File: config.mk
export PLATFORM = sky130hd
export DESIGN_NAME = adc_serial_reader
export DESIGN_NICKNAME = d
export VERILOG_FILES = /design/src/rtl/bioee_adc_pkg.sv /design/src/rtl/sclk_phase_gen.sv /design/src/rtl/adc_serial_reader.sv
export SDC_FILE = /design/constraint.sdc
export NUM_CORES = 1
export LEC_CHECK = 0
export CAP_MARGIN = 10
export CORE_AREA = 2 2 87 89
export DETAILED_ROUTE_END_ITERATION = 10
export DIE_AREA = 0 0 89 91
export PLACE_DENSITY_LB_ADDON = 0.08
export SLEW_MARGIN = 5
export SYNTH_ARGS = -nofsm -noshare
export SYNTH_HDL_FRONTEND = slang
export SYNTH_SLANG_ARGS = --single-unit
File: constraint.sdc
create_clock -name clk -period 2.8 [get_ports clk]
set_input_delay 0.56 -clock clk [delete_from_list [all_inputs] [get_ports clk]]
set_output_delay 0.56 -clock clk [all_outputs]
set_load 0.01 [all_outputs]
File: src/rtl/bioee_adc_pkg.sv
// ============================================================================
// bioee_adc_pkg : shared state encoding and default constants for the ADC read path
// Revision      : 1.0
// ============================================================================
`default_nettype none

package bioee_adc_pkg;

  localparam int CLK_DIV_DEFAULT = 200;
  localparam int ADC_FRAME_BITS  = 16;

  typedef logic [2:0] adc_state_t;

  localparam adc_state_t ST_IDLE  = 3'd0;
  localparam adc_state_t ST_SETUP = 3'd1;
  localparam adc_state_t ST_SHIFT = 3'd2;
  localparam adc_state_t ST_HOLD  = 3'd3;
  localparam adc_state_t ST_GAP   = 3'd4;

endpackage

`default_nettype wire

File: src/rtl/sclk_phase_gen.sv
// ============================================================================
// sclk_phase_gen : half-period timer, sclk generator and registered edge ticks
// Revision       : 1.0
// ============================================================================
`default_nettype none

module sclk_phase_gen #(
  parameter int HALF = 100
) (
  input  logic clk,
  input  logic rst_n,
  input  logic i_run,
  input  logic i_rise_en,
  output logic o_phase_end,
  output logic o_rise_tick,
  output logic o_fall_tick,
  output logic o_adc_sclk
);

  localparam int              CW        = (HALF > 1) ? $clog2(HALF) : 1;
  localparam logic [CW-1:0]   C_CNT_MAX = CW'(HALF - 1);

  logic [CW-1:0] r_cnt;
  logic          r_sclk;
  logic          r_rise;
  logic          r_fall;
  logic          w_phase_end;

  assign w_phase_end = (r_cnt == C_CNT_MAX);

  // Ticks are registered so they are high in the first cycle of the new sclk level.
  always_ff @(posedge clk or negedge rst_n) begin
    if (!rst_n) begin
      r_cnt  <= '0;
      r_sclk <= 1'b0;
      r_rise <= 1'b0;
      r_fall <= 1'b0;
    end else if (!i_run) begin
      r_cnt  <= '0;
      r_sclk <= 1'b0;
      r_rise <= 1'b0;
      r_fall <= 1'b0;
    end else begin
      r_cnt  <= w_phase_end ? '0 : r_cnt + 1'b1;
      r_rise <= w_phase_end && i_rise_en && !r_sclk;
      r_fall <= w_phase_end && r_sclk;
      if (w_phase_end) begin
        r_sclk <= i_rise_en && !r_sclk;
      end
    end
  end

  assign o_phase_end = w_phase_end;
  assign o_rise_tick = r_rise;
  assign o_fall_tick = r_fall;
  assign o_adc_sclk  = r_sclk;

endmodule

`default_nettype wire

File: src/rtl/adc_serial_reader.sv
// ============================================================================
// adc_serial_reader : SPI-style ADC read engine with a single-entry valid/ready output
// Revision          : 1.0
// ============================================================================
`default_nettype none

module adc_serial_reader
  import bioee_adc_pkg::*;
#(
  parameter int CLK_DIV     = CLK_DIV_DEFAULT,
  parameter int FRAME_BITS  = ADC_FRAME_BITS,
  parameter int DATA_BITS   = 16,
  parameter int GAP_PERIODS = 4
) (
  input  logic                 clk,
  input  logic                 rst_n,
  input  logic                 i_enable,
  input  logic                 i_start_trig,
  input  logic                 i_adc_dout,
  output logic                 o_adc_sclk,
  output logic                 o_adc_cs_n,
  output logic [DATA_BITS-1:0] o_dout,
  output logic                 o_dout_valid,
  input  logic                 i_dout_ready,
  output logic                 o_busy,
  output logic                 o_overrun,
  output logic [7:0]           o_overrun_count
);

  localparam int            HALF        = CLK_DIV / 2;
  localparam int            BW          = $clog2(FRAME_BITS + 1);
  localparam int            GW          = $clog2(2 * GAP_PERIODS);
  localparam logic [BW-1:0] C_BITS_LAST = BW'(FRAME_BITS);
  localparam logic [GW-1:0] C_GAP_LAST  = GW'(2 * GAP_PERIODS - 1);

  adc_state_t           r_state;
  logic                 r_cs_n;
  logic                 r_busy;
  logic                 r_deliver;
  logic [BW-1:0]        r_bit_cnt;
  logic [GW-1:0]        r_gap_cnt;
  logic [DATA_BITS-1:0] r_shift;
  logic [DATA_BITS-1:0] r_dout;
  logic                 r_valid;
  logic                 r_overrun;
  logic [7:0]           r_ovr_cnt;

  logic w_phase_end;
  logic w_rise_tick;
  logic w_fall_tick;
  logic w_sclk;
  logic w_rise_en;
  logic w_shift_done;
  logic w_run;

  assign w_run        = (r_state != ST_IDLE);
  // The last bit's low phase must end without a further rising edge.
  assign w_rise_en    = (r_state == ST_SETUP) ||
                        ((r_state == ST_SHIFT) && (r_bit_cnt != C_BITS_LAST));
  assign w_shift_done = (r_state == ST_SHIFT) && w_phase_end && !w_sclk &&
                        (r_bit_cnt == C_BITS_LAST);

  sclk_phase_gen #(
    .HALF (HALF)
  ) u_sclk_phase_gen (
    .clk         (clk),
    .rst_n       (rst_n),
    .i_run       (w_run),
    .i_rise_en   (w_rise_en),
    .o_phase_end (w_phase_end),
    .o_rise_tick (w_rise_tick),
    .o_fall_tick (w_fall_tick),
    .o_adc_sclk  (w_sclk)
  );

  always_ff @(posedge clk or negedge rst_n) begin
    if (!rst_n) begin
      r_state   <= ST_IDLE;
      r_cs_n    <= 1'b1;
      r_busy    <= 1'b0;
      r_deliver <= 1'b0;
    end else begin
      r_deliver <= 1'b0;
      case (r_state)
        ST_IDLE: begin
          if (i_enable || i_start_trig) begin
            r_state <= ST_SETUP;
            r_cs_n  <= 1'b0;
            r_busy  <= 1'b1;
          end
        end
        ST_SETUP: begin
          if (w_phase_end) begin
            r_state <= ST_SHIFT;
          end
        end
        ST_SHIFT: begin
          if (w_shift_done) begin
            r_state <= ST_HOLD;
          end
        end
        ST_HOLD: begin
          if (w_phase_end) begin
            r_state   <= ST_GAP;
            r_cs_n    <= 1'b1;
            r_deliver <= 1'b1;
          end
        end
        ST_GAP: begin
          if (w_phase_end && (r_gap_cnt == C_GAP_LAST)) begin
            if (i_enable) begin
              r_state <= ST_SETUP;
              r_cs_n  <= 1'b0;
            end else begin
              r_state <= ST_IDLE;
              r_busy  <= 1'b0;
            end
          end
        end
        default: begin
          r_state <= ST_IDLE;
          r_cs_n  <= 1'b1;
          r_busy  <= 1'b0;
        end
      endcase
    end
  end

  always_ff @(posedge clk or negedge rst_n) begin
    if (!rst_n) begin
      r_bit_cnt <= '0;
      r_gap_cnt <= '0;
      r_shift   <= '0;
    end else begin
      if (r_state != ST_SHIFT) begin
        r_bit_cnt <= '0;
      end else if (w_fall_tick) begin
        r_bit_cnt <= r_bit_cnt + 1'b1;
      end

      if (r_state != ST_GAP) begin
        r_gap_cnt <= '0;
      end else if (w_phase_end) begin
        r_gap_cnt <= r_gap_cnt + 1'b1;
      end

      // Older bits fall off the top, so only the last DATA_BITS of the frame remain.
      if (w_rise_tick) begin
        r_shift <= {r_shift[DATA_BITS-2:0], i_adc_dout};
      end
    end
  end

  always_ff @(posedge clk or negedge rst_n) begin
    if (!rst_n) begin
      r_dout    <= '0;
      r_valid   <= 1'b0;
      r_overrun <= 1'b0;
      r_ovr_cnt <= 8'd0;
    end else begin
      r_overrun <= 1'b0;
      if (r_deliver) begin
        if (!r_valid || i_dout_ready) begin
          r_dout  <= r_shift;
          r_valid <= 1'b1;
        end else begin
          r_overrun <= 1'b1;
          if (r_ovr_cnt != 8'hFF) begin
            r_ovr_cnt <= r_ovr_cnt + 8'd1;
          end
        end
      end else if (r_valid && i_dout_ready) begin
        r_valid <= 1'b0;
      end
    end
  end

  assign o_adc_sclk      = w_sclk;
  assign o_adc_cs_n      = r_cs_n;
  assign o_dout          = r_dout;
  assign o_dout_valid    = r_valid;
  assign o_busy          = r_busy;
  assign o_overrun       = r_overrun;
  assign o_overrun_count = r_ovr_cnt;

endmodule

`default_nettype wire

==> flow_summary_export.csv, run 1 <==
group,metric,value,unit
run_status,status,"finished, final reports clean",
synthesis,yosysWarnings,0,
critical_path,critPathMaxStageDelay,0.56,ns
power,ir_drop,0.2390,mV
clock_tree,clk_latency,0.34,ns
synthesis,ys_types,43,
layout,n_fill_cell,681,
global_routing,grt_pass1_vias,1691,
timing,fin_tns_setup,0,ns
synthesis,syn-num-nets,231,
floorplan,start_util,39.04,%
clock_tree,cts_hold_buf,0,
timing,clock_skew,0.002869,ns
power,leakage,0.001620,uW
critical_path,crit_slowest_cell,"dfstp_2",
clock_tree,cts_setup_buffers,0,
synthesis,synthAdderAreaFrac,2.694,%
global_routing,grt_start_max_net_pins,39,
global_routing,grt_overflow,0,
floorplan,die-area,0.008099,sq mm
floorplan,core,0.007137,sq mm
route,drc,0,
critical_path,cp.buffers_inverters,1,
critical_path,path_max_fanout,4,
clock_tree,cts_tree,"yes",
flow_run,drv_cap,0,
route,detail_route.iter0.violations,46,
min_path,min_path_type,"in -> async",
clock_tree,cts_resized,0,
synthesis,synth_mux_area_share,14.41,%
route,drt_pass1_iterations,4,
synthesis,synth_cells,219,
placement,dpl_worst_slack,0.7801,ns
global_routing,grt.total_usage,13.07,%
floorplan,rows,31,
synthesis,synthXorXnorAreaFrac,5.658,%
placement,finalWeightedCongestion,0.7450,
timing,clock.fmax,503.8,MHz
timing,finalCriticalPeriod,1.985,ns
clock_tree,cts.reportedPaths.clkPinSlew,0.07,ns
route,vias,1713,
clock_tree,clk_path_buf_depth,2,
route,ant_nets,0,
synthesis,ys_ff_latch,66,
timing,setup_viol_count_final,0,
route,drt-total-wl,4653,um
layout,n_antenna_cell,0,
synthesis,ys.flop_type,"dfrtp_1",
timing,max_slew.worst_pin.slew,0.6877,ns
critical_path,critPathRequiredTime,2.24,ns
layout,final_nets,272,
global_routing,antenna_found_initial,0,
timing,finalHoldViolCount,0,
floorplan,die_y,91,um
global_routing,grt_pass1_wl,8038,um
synthesis,synth_compound_gate_area_share,3.952,%
critical_path,cp.arrival,1.42,ns
synthesis,syn_avg_cell_area,12.72,sq um
clock_tree,cts-root-buf,"clkbuf_8",
clock_tree,h-tree-depth,3,
synthesis,synthSimpleGateAreaFrac,12.26,%
placement,dp_hpwl,3123,um
timing,final_max_slew_viol_count,0,
timing,grt_setup_unrepaired,"false",
clock_tree,cts.sinks,66,
floorplan,ios,35,
power,power_density,545.4,mW/mm^2
critical_path,cp_cell_sequence,"clkdlybuf4s50_1",
layout,syn2layout_area_growth,24.52,%
synthesis,syn_area,0.002786,sq mm
synthesis,ys_async_sr_fraction,100.0,%
critical_path,crit_family,"flip-flops",
timing,setup_slack,0.8151,ns
critical_path,criticalPathCategory,"reg -> out",
timing,min_period_over_period,70.89,%
critical_path,end_kind,"output port",
critical_path,cp-start-kind,"register",
placement,io_buffers,34,
route,wl_per_cell,12.78,um
route,vias_per_cell,4.706,
synthesis,synth_edf_count,0,
synthesis,synth_top_family_by_area,"multiplexers",
synthesis,yosysSeqAreaShare,59.32,%
clock_tree,cts-buffers-inserted,9,
timing,slew_headroom,54.15,%
layout,drive_gt1_share,20.38,%
floorplan,die_w,89,um
[cell usage after synthesis, types with 2 or more instances]
master	count	area [sq um]
dfrtp_1	65	1627
mux2_2	32	360.4
nor2_1	24	90.09
nand2_1	14	52.55
xor2_1	11	96.34
nand3_1	7	35.03
xnor2_1	7	61.31
ha_1	6	75.07
inv_1	4	15.01
nand4_1	4	25.02
mux2i_1	3	30.03
nand2b_1	3	18.77
nor3_1	3	15.01
and3_1	2	12.51
clkbuf_1	2	7.510
nor2b_1	2	12.51
o21a_1	2	15.01
o21ai_1	2	10.01
or2_1	2	12.51
[state kept, by name, indices dropped and copies added, names as in the netlist]
signal,count
o_adc_cs_n,1
o_busy,1
o_dout,16
o_dout_valid,1
o_overrun,1
o_overrun_count,8
r_bit_cnt,5
r_deliver,1
r_gap_cnt,3
r_shift,16
r_state,3
u_sclk_phase_gen.o_adc_sclk,1
u_sclk_phase_gen.o_fall_tick,1
u_sclk_phase_gen.o_rise_tick,1
u_sclk_phase_gen.r_cnt,7
[worst paths after layout]
| path | from | depth (start not counted) | endpoint | slack [ns] |
|---|---|---|---|---|
| setup / recovery | o_adc_cs_n | 1 | o_adc_cs_n | 0.82 |
| hold / removal | rst_n | 1 | o_overrun_count[2] | 0.26 |
| setup reg to reg | u_sclk_phase_gen.r_cnt[0] | 5 | u_sclk_phase_gen.o_adc_sclk | 1.11 |
| hold reg to reg | u_sclk_phase_gen.r_cnt[0] | 1 | u_sclk_phase_gen.r_cnt[0] | 0.46 |
| max in group asynchronous | rst_n | 2 | o_adc_cs_n | 1.84 |
| min in group clk | u_sclk_phase_gen.r_cnt[0] | 1 | u_sclk_phase_gen.r_cnt[0] | 0.46 |
[through the flow]
| step | utilization (%) | cells | total power (uW) | area, sq um | hold WS, ns |
|---|---|---|---|---|---|
| 2_1_floorplan | - | 219 | 973.0 | 2786 | 0.2644 |
| 3_3_place_gp | 45.41 | 348 | 1003 | 3241 | 0.4484 |
| 3_5_place_dp | 45.41 | 348 | 1003 | 3241 | 0.4547 |
| 4_1_cts | 48.62 | 364 | 1920 | 3470 | 0.2732 |
| 5_1_grt | 48.62 | 364 | 1968 | 3470 | 0.3038 |
| 6_report | 48.62 | 364 | 1892 | 3470 | 0.2614 |
[power breakdown]
part	switching [uW]	internal [uW]	total, uW
logic	20.9	9.09	30.0
registers	0	953	953
clock network	358	551	909
total	379	1510	1890
[cell families (layout without fill, tap and decap cells)]
group	count (synthesis)	in the layout
compound gates	14	14
flops	66	66
buf+inv	10	56
fa+ha+maj	6	6
xor+xnor	18	18
simple gates	69	69
mux	36	36
[layer usage]
layer,wire length (um),GRT usage [%],vias to the layer above
met1,2387,18.35,830
li1,-,-,839
met2,1978,17.91,36
met5,0,0,-
met3,186,4.455,8
met4,101,6.343,0
[cell type report]
type,instances,area (sq um),share of cell area [%]
multi-input cells,143,1086,31.30
clock inverters,4,73.82,2.128
flip-flops and latches,66,1653,47.64
well taps,99,123.9,3.570
clock buffers,12,155.1,4.472
inverters,4,15.01,0.4327
repair buffers,36,362.8,10.46
[placed cells by master (no fill, tap or decap), types with 2 or more instances in the layout]
master / Yosys / final
nor2b_1: 2 / 2
clkbuf_8: 0 / 11
nor3_1: 3 / 3
or2_1: 2 / 2
xnor2_1: 7 / 7
and3_1: 2 / 2
nand2_1: 14 / 14
o21ai_1: 2 / 2
o21a_1: 2 / 2
dfrtp_1: 65 / 65
mux2i_1: 3 / 3
mux2_2: 32 / 32
clkdlybuf4s50_1: 0 / 33
nor2_1: 24 / 24
ha_1: 6 / 6
bufinv_16: 0 / 2
inv_1: 4 / 4
xor2_1: 11 / 11
nand4_1: 4 / 4
nand2b_1: 3 / 3
nand3_1: 7 / 7
Note: power is estimated with default switching activity, not from simulation.
==> inputs of run 2 (changes only) <==
Clock period 2.8 ns to 1.7 ns, I/O delays scaled along.
==> flow_summary_export.csv, run 2 (synthesis gave the netlist of run 1 again) <==
group,metric,value,unit
run_status,status,"finished with violations",
run_status,violations,"negative hold slack",
clock_tree,cts.reportedPaths.clkPinSlew,0.07,ns
layout,final_common_cell,"dfrtp_1",
critical_path,critPathRequiredTime,1.36,ns
timing,finalHoldViolCount,5,
critical_path,crit_family,"buffers and inverters",
route,ant_nets,0,
clock_tree,clk_latency,0.34,ns
critical_path,r2r_cells,6,
layout,n_antenna_cell,0,
timing,clock_skew,0.007720,ns
critical_path,crit_slowest_cell,"clkdlybuf4s50_1",
critical_path,end_kind,"output port",
power,power_density,899.1,mW/mm^2
floorplan,core,0.007137,sq mm
placement,dp_hpwl,3032,um
layout,stdcell_area,0.003578,sq mm
timing,min_period_over_period,97.09,%
global_routing,antenna_found_initial,0,
timing,grt_setup_unrepaired,"false",
placement,io_buffers,34,
global_routing,grt_pass1_wl,7872,um
critical_path,cp_cell_sequence,"clkdlybuf4s50_1",
floorplan,die_y,91,um
timing,slew_headroom,75.06,%
power,ir_drop,0.3606,mV
clock_tree,clk_path_buf_depth,2,
layout,seq_area,0.001657,sq mm
global_routing,grt_pass1_vias,1640,
power,finalPower,3217,uW
clock_tree,cts-root-buf,"clkbuf_8",
clock_tree,cts.sinks,66,
layout,final_cell_mix,"dfrtp_1 (62), mux2_2 (32), clkdlybuf4s50_1 (31)",
critical_path,rrSetupSlack,0.11,ns
route,vias_per_cell,4.657,
layout,syn2layout_area_growth,28.42,%
floorplan,rows,31,
global_routing,grt_overflow,0,
global_routing,grt_start_max_net_pins,67,
critical_path,cp-start-kind,"register",
route,vias,1737,
placement,postPlaceCellArea,0.003306,sq mm
floorplan,ios,35,
global_routing,grt.total_usage,12.95,%
timing,setup_viol_count_final,0,
route,wl_per_cell,12.44,um
layout,multi_input_area,0.001097,sq mm
placement,finalWeightedCongestion,0.7261,
timing,max_slew.worst_pin.slew,0.3741,ns
layout,n_fill_cell,684,
route,drc,0,
min_path,min_path_type,"in -> async",
floorplan,die_w,89,um
critical_path,path_max_fanout,6,
timing,finalCriticalPeriod,1.651,ns
critical_path,r2r_start,"r_gap_cnt[0]",
route,drt_pass1_iterations,4,
floorplan,die-area,0.008099,sq mm
critical_path,critPathMaxStageDelay,0.56,ns
flow_run,drv_cap,0,
clock_tree,h-tree-depth,3,
timing,holdWs,-0.01095,ns
clock_tree,cts_tree,"yes",
critical_path,reg2reg_to,"r_state[0]",
layout,final_nets,281,
clock_tree,cts_hold_buf,0,
route,drt-total-wl,4641,um
layout,drive_gt1_share,25.18,%
timing,final_max_slew_viol_count,0,
power,leakage,0.001689,uW
timing,clock.fmax,605.8,MHz
clock_tree,cts-buffers-inserted,9,
floorplan,start_util,39.04,%
critical_path,cp.buffers_inverters,1,
critical_path,criticalPathCategory,"reg -> out",
route,detail_route.iter0.violations,46,
critical_path,cp.arrival,1.31,ns
run 2: cell types whose count changed in the layout (fill, tap and decap cells not counted), moves of 2 or more:
cell / previous run / this run
dfrtp_1: 65 / 62
clkdlybuf4s50_1: 33 / 31
clkbuf_8: 11 / 9
buf_4: 1 / 9
dfrtp_2: 0 / 3
clkinvlp_4: 0 / 2
run 2: what timing repair did:
| action | 4_1_cts | 5_1_grt |
|---|---|---|
| buffers inserted | 1 | 1 |
| endpoints found under the setup margin | 5 | 11 |
| pin swaps | 0 | 0 |
| resized for setup | 4 | 4 |
run 2: report_power, final:
part / internal [uW] / switching [uW] / total (uW) / leakage, uW
clock network: 980 / 617 / 1600 / 0.000113
registers: 1570 / 0 / 1570 / 0.000894
logic: 16.6 / 34.6 / 51.2 / 0.000681
run 2: cell type report:
class	count	area share (%)
tap	99	3.462
multi-input combinational	143	30.66
timing repair buffer	45	12.41
clock inverter	6	3.182
sequential	66	46.29
inverter	4	0.4196
clock buffer	10	3.566
run 2: layer usage:
metal,up-vias,wire [um],global-route usage [%]
met4,0,141,8.582
met1,836,2354,17.90
met3,10,160,3.000
met2,33,1985,17.85
li1,858,-,-
met5,-,0,0
run 2: how the worst max path moves through the flow:
stage,start,depth (start not counted),slack [ns],end
after floorplan,r_state[1],6,0.03,r_state[0]
after global placement,i_enable,5,-0.01,r_state[0]
after detailed placement,i_enable,5,-0.02,r_state[0]
final,o_overrun_count[2],1,0.05,o_overrun_count[2]
after CTS,o_overrun_count[2],1,0.02,o_overrun_count[2]
after global routing,u_sclk_phase_gen.o_adc_sclk,1,0.004,o_adc_sclk
run 2: through the flow:
step | hold slack (ns) | setup WS (ns) | util (%) | TNS, ns | std cells
after floorplan | 0.04441 | 0.03400 | - | 0 | 219
after global placement | 0.3937 | -0.01496 | 46.32 | -0.01496 | 355
after detailed placement | 0.3899 | -0.01577 | 46.32 | -0.01577 | 355
after CTS | 0.01046 | 0.01809 | 49.84 | 0 | 372
after global routing | 0.01361 | 0.003860 | 50.14 | 0 | 373
final | -0.01095 | 0.04941 | 50.14 | 0 | 373
==> RTL edit 1 (settings of run 1) <==
Reset style: synchronous (`rst_n`), changed in 4 clocked blocks.
--- a/src/rtl/sclk_phase_gen.sv
+++ b/src/rtl/sclk_phase_gen.sv
@@ -31,3 +31,3 @@
   // Ticks are registered so they are high in the first cycle of the new sclk level.
-  always_ff @(posedge clk or negedge rst_n) begin
+  always_ff @(posedge clk) begin
     if (!rst_n) begin
--- a/src/rtl/adc_serial_reader.sv
+++ b/src/rtl/adc_serial_reader.sv
@@ -75,3 +75,3 @@
 
-  always_ff @(posedge clk or negedge rst_n) begin
+  always_ff @(posedge clk) begin
     if (!rst_n) begin
@@ -128,3 +128,3 @@
 
-  always_ff @(posedge clk or negedge rst_n) begin
+  always_ff @(posedge clk) begin
     if (!rst_n) begin
@@ -153,3 +153,3 @@
 
-  always_ff @(posedge clk or negedge rst_n) begin
+  always_ff @(posedge clk) begin
     if (!rst_n) begin
Check against the original RTL: differs if rst_n is asserted again (counterexample within 4 cycles, from zero or initial values and one cycle with rst_n low); with rst_n held inactive, the same outputs for 10 cycles.
==> RTL edit 1 against run 1 <==
- design area decreased by 5.5%
- sequential cell count unchanged
- worst hold slack improved by 0.19 ns
- area after synthesis decreased by 4.1%
- cell count increased by 20%
- setup slack improved by 0.018 ns
- wire length increased by 11%
- largest cell class unchanged
Power is not compared: it rests on default switching activity, and its combinational part moved more than twofold at a synthesized area within 25%.
==> RTL edit 1: results <==
{
  "postPlaceCellArea_mm2": 0.00309,
  "grt_usage_pct": 14.0,
  "arrival_ns": 2.24,
  "rr_worst_depth": 4,
  "dp_cells": 419,
  "outcome": "finished, final reports clean",
  "reg2reg_to": "u_sclk_phase_gen.o_adc_sclk",
  "worst_clock_skew_ns": 0.0101,
  "rrSetupSlack_ns": 0.87,
  "layout-drive-gt1-share_pct": 8.04,
  "crit_start": "i_dout_ready",
  "hpwl_um": 3450,
  "endpoint": "o_dout[12]",
  "synth-adder-area-share_pct": 2.81,
  "hold_slack_ns": 0.454,
  "max_slew_margin_pct": 27.8,
  "cts_root_buffer": "clkbuf_8",
  "via_per_inst": 4.73,
  "max_stage_delay_ns": 0.83,
  "synth_common_cells": "66 x dfxtp_1, 47 x nand2_1, 42 x nor2_1",
  "p_sw_share_pct": 25.6,
  "dpl_worst_slack_ns": 0.414,
  "synth-main-ff-cell": "dfxtp_1",
  "synthXorXnorAreaFrac_pct": 4.59,
  "fillCellCount": 732,
  "grt_max_degree": 41,
  "vias": 2057,
  "netlist_instances": 299,
  "p_sw_w": 0.000494,
  "ys_seq_area_share_pct": 49.5,
  "cts.clk_slew.worst_paths_ns": 0.07,
  "synth_mux_area_share_pct": 7.49,
  "gp_congestion": 0.791,
  "r2r-start": "u_sclk_phase_gen.r_cnt[4]",
  "slowest_stage": "nor2b_1",
  "syn-num-nets": 311,
  "clockPowerShare_pct": 40.8,
  "synth_area_leaders": "dfxtp_1 49%, mux2i_1 7.5%, nand2_1 6.6%",
  "wl_per_cell_um": 11.9,
  "finalWorstSetupSlack_ns": 0.833,
  "seq_power_share_pct": 51.2,
  "critPathMaxFanout": 16,
  "crit_family": "simple AND/OR/NAND/NOR gates",
  "grt_pass1_vias": 1928,
  "drt_first_pass_iters": 4,
  "antenna_found_initial": 0,
  "synth-compound-area-share_pct": 9.46,
  "ir_worst_vdd_uv": 248,
  "hp-class": "register to register",
  "yosys.cell_types.count": 42,
  "clock_path_buffers": 2,
  "drt_iter0_markers": 67,
  "grt_pass1_wl_um": 8960,
  "async_flop_share_pct": 0,
  "fin_nets": 343
}
RTL edit 1: cell types whose count changed after synthesis, moves of 4 or more:
cell | before | now
dfxtp_1 | 0 | 66
dfrtp_1 | 65 | 0
nand2_1 | 14 | 47
mux2_2 | 32 | 0
a21oi_1 | 1 | 25
nor2_1 | 24 | 42
mux2i_1 | 3 | 20
clkbuf_1 | 2 | 13
and3_1 | 2 | 6
o21ai_0 | 1 | 5
RTL edit 1: routing by layer:
layer	GRT usage [%]	part of all wire [%]
met1	19.5	51
met2	20.3	44
met3	3.18	3.7
met4	6.84	1.1
met5	0	0
RTL edit 1: final cells by class:
type                            count  area (um2)  area share (%)
Sequential cell                    66        1320            40.3
Multi-Input combinational cell    212        1260            38.5
Timing Repair Buffer               36         355            10.8
Clock buffer                        9         124            3.78
Tap cell                           99         124            3.78
Clock inverter                      7        70.1            2.14
Inverter                            6        22.5           0.687
==> RTL edit 2 (flow settings as in run 1) <==
Made on the original files. `DATA_BITS`: 16 -> 14.
--- a/src/rtl/adc_serial_reader.sv
+++ b/src/rtl/adc_serial_reader.sv
@@ -11,3 +11,3 @@
   parameter int FRAME_BITS  = ADC_FRAME_BITS,
-  parameter int DATA_BITS   = 16,
+  parameter int DATA_BITS   = 14,
   parameter int GAP_PERIODS = 4
Interface: changed (resized o_dout); port bits go from 35 to 33. No check against the original RTL was run, so the function may have changed too.
==> RTL edit 2 against run 1 <==
- die area did not move
- design area down 3.4%
- setup slack gained 0.037 ns
- register-to-register slack worse by 0.19 ns
- area after synthesis decreased by 2.4%
- wire length rose by 0.67%
- worst hold slack gained 0.12 ns
- critical endpoint unchanged
- total power shrank 5.4%
- sequential cell count shrank 4
- largest cell class unchanged
==> RTL edit 2: results <==
{
  "inverters": 6,
  "dp_cells": 346,
  "worst_slew_pin_slew_ns": 0.794,
  "grt_usage_pct": 13.2,
  "clkbuf_count": 9,
  "grt_max_degree": 63,
  "top_layer_used": "met4",
  "ir_worst_vdd_uv": 251,
  "layout.cells.non_filler": 362,
  "grt_pass1_wl_um": 8180,
  "via_per_inst": 4.80,
  "outcome": "finished, final reports clean",
  "use_met3_pct": 3.73,
  "p_sw_share_pct": 21.4,
  "layout-drive-gt1-share_pct": 18.6,
  "synthXorXnorAreaFrac_pct": 5.80,
  "use_met2_pct": 18.4,
  "max_stage_delay_ns": 0.53,
  "critPathMaxFanout": 2,
  "drt_iter0_markers": 39,
  "fillCellCount": 714,
  "synth_common_cells": "61 x dfrtp_1, 24 x nor2_1, 22 x mux2_2",
  "gp_congestion": 0.767,
  "crit_family": "flip-flops",
  "wl_per_cell_um": 12.9,
  "postPlaceCellArea_mm2": 0.00313,
  "wl_met1_um": 2330,
  "fin_area_mm2": 0.00335,
  "multiInputGateArea_mm2": 0.00110,
  "met1_usage_pct": 18.5,
  "p_leak_nw": 1.54,
  "io_buffers": 32,
  "yosys.cell_types.count": 44,
  "worst_clock_skew_ns": 0.0100,
  "clock_path_buffers": 2,
  "cts_num_sinks": 62,
  "synth-compound-area-share_pct": 5.11,
  "clock_area_share_pct": 6.64,
  "route.met3.wl_um": 195,
  "hpwl_um": 3060,
  "layout.nonclk_buf_share_pct": 9.85,
  "seqAreaFraction_pct": 46.3,
  "signal_buffers": 34,
  "clk_latency_ns": 0.34,
  "arrival_ns": 1.39,
  "synth_mux_area_share_pct": 13.1,
  "met2_length_um": 2100,
  "syn-num-nets": 232,
  "num-multi-input-gates": 145,
  "synth_area_leaders": "dfrtp_1 56%, mux2_2 9.1%, nor2_1 3.3%",
  "grt_pass1_vias": 1721,
  "rr_worst_depth": 4,
  "dpl_worst_slack_ns": 0.613,
  "ys_seq_area_share_pct": 57.1,
  "fin_nets": 270,
  "syn_avg_cell_area_um2": 12.4,
  "synth-adder-area-share_pct": 2.76
}
==> RTL edit 2: path summary, 6_finish.rpt <==
kind | from | to | slack [ns]
worst max-delay path | o_adc_cs_n | o_adc_cs_n | 0.85
worst min-delay path | rst_n | o_overrun_count[4] | 0.39
worst max register to register | u_sclk_phase_gen.r_cnt[4] | u_sclk_phase_gen.o_adc_sclk | 0.92
worst min register to register | r_shift[13] | o_dout[13] | 0.48
max in group asynchronous | rst_n | r_state[1] | 1.89
min in group clk | r_shift[13] | o_dout[13] | 0.48
==> RTL edit 2: power by group through the flow <==
stage / sequential [W] / clock (W) / combinational [W]
after floorplan: 0.000913 / 0 / 0.00000178
after global placement: 0.000912 / 0 / 0.0000291
after detailed placement: 0.000912 / 0 / 0.0000286
after CTS: 0.000895 / 0.000896 / 0.0000287
after global routing: 0.000895 / 0.000939 / 0.0000318
final: 0.000895 / 0.000867 / 0.0000269
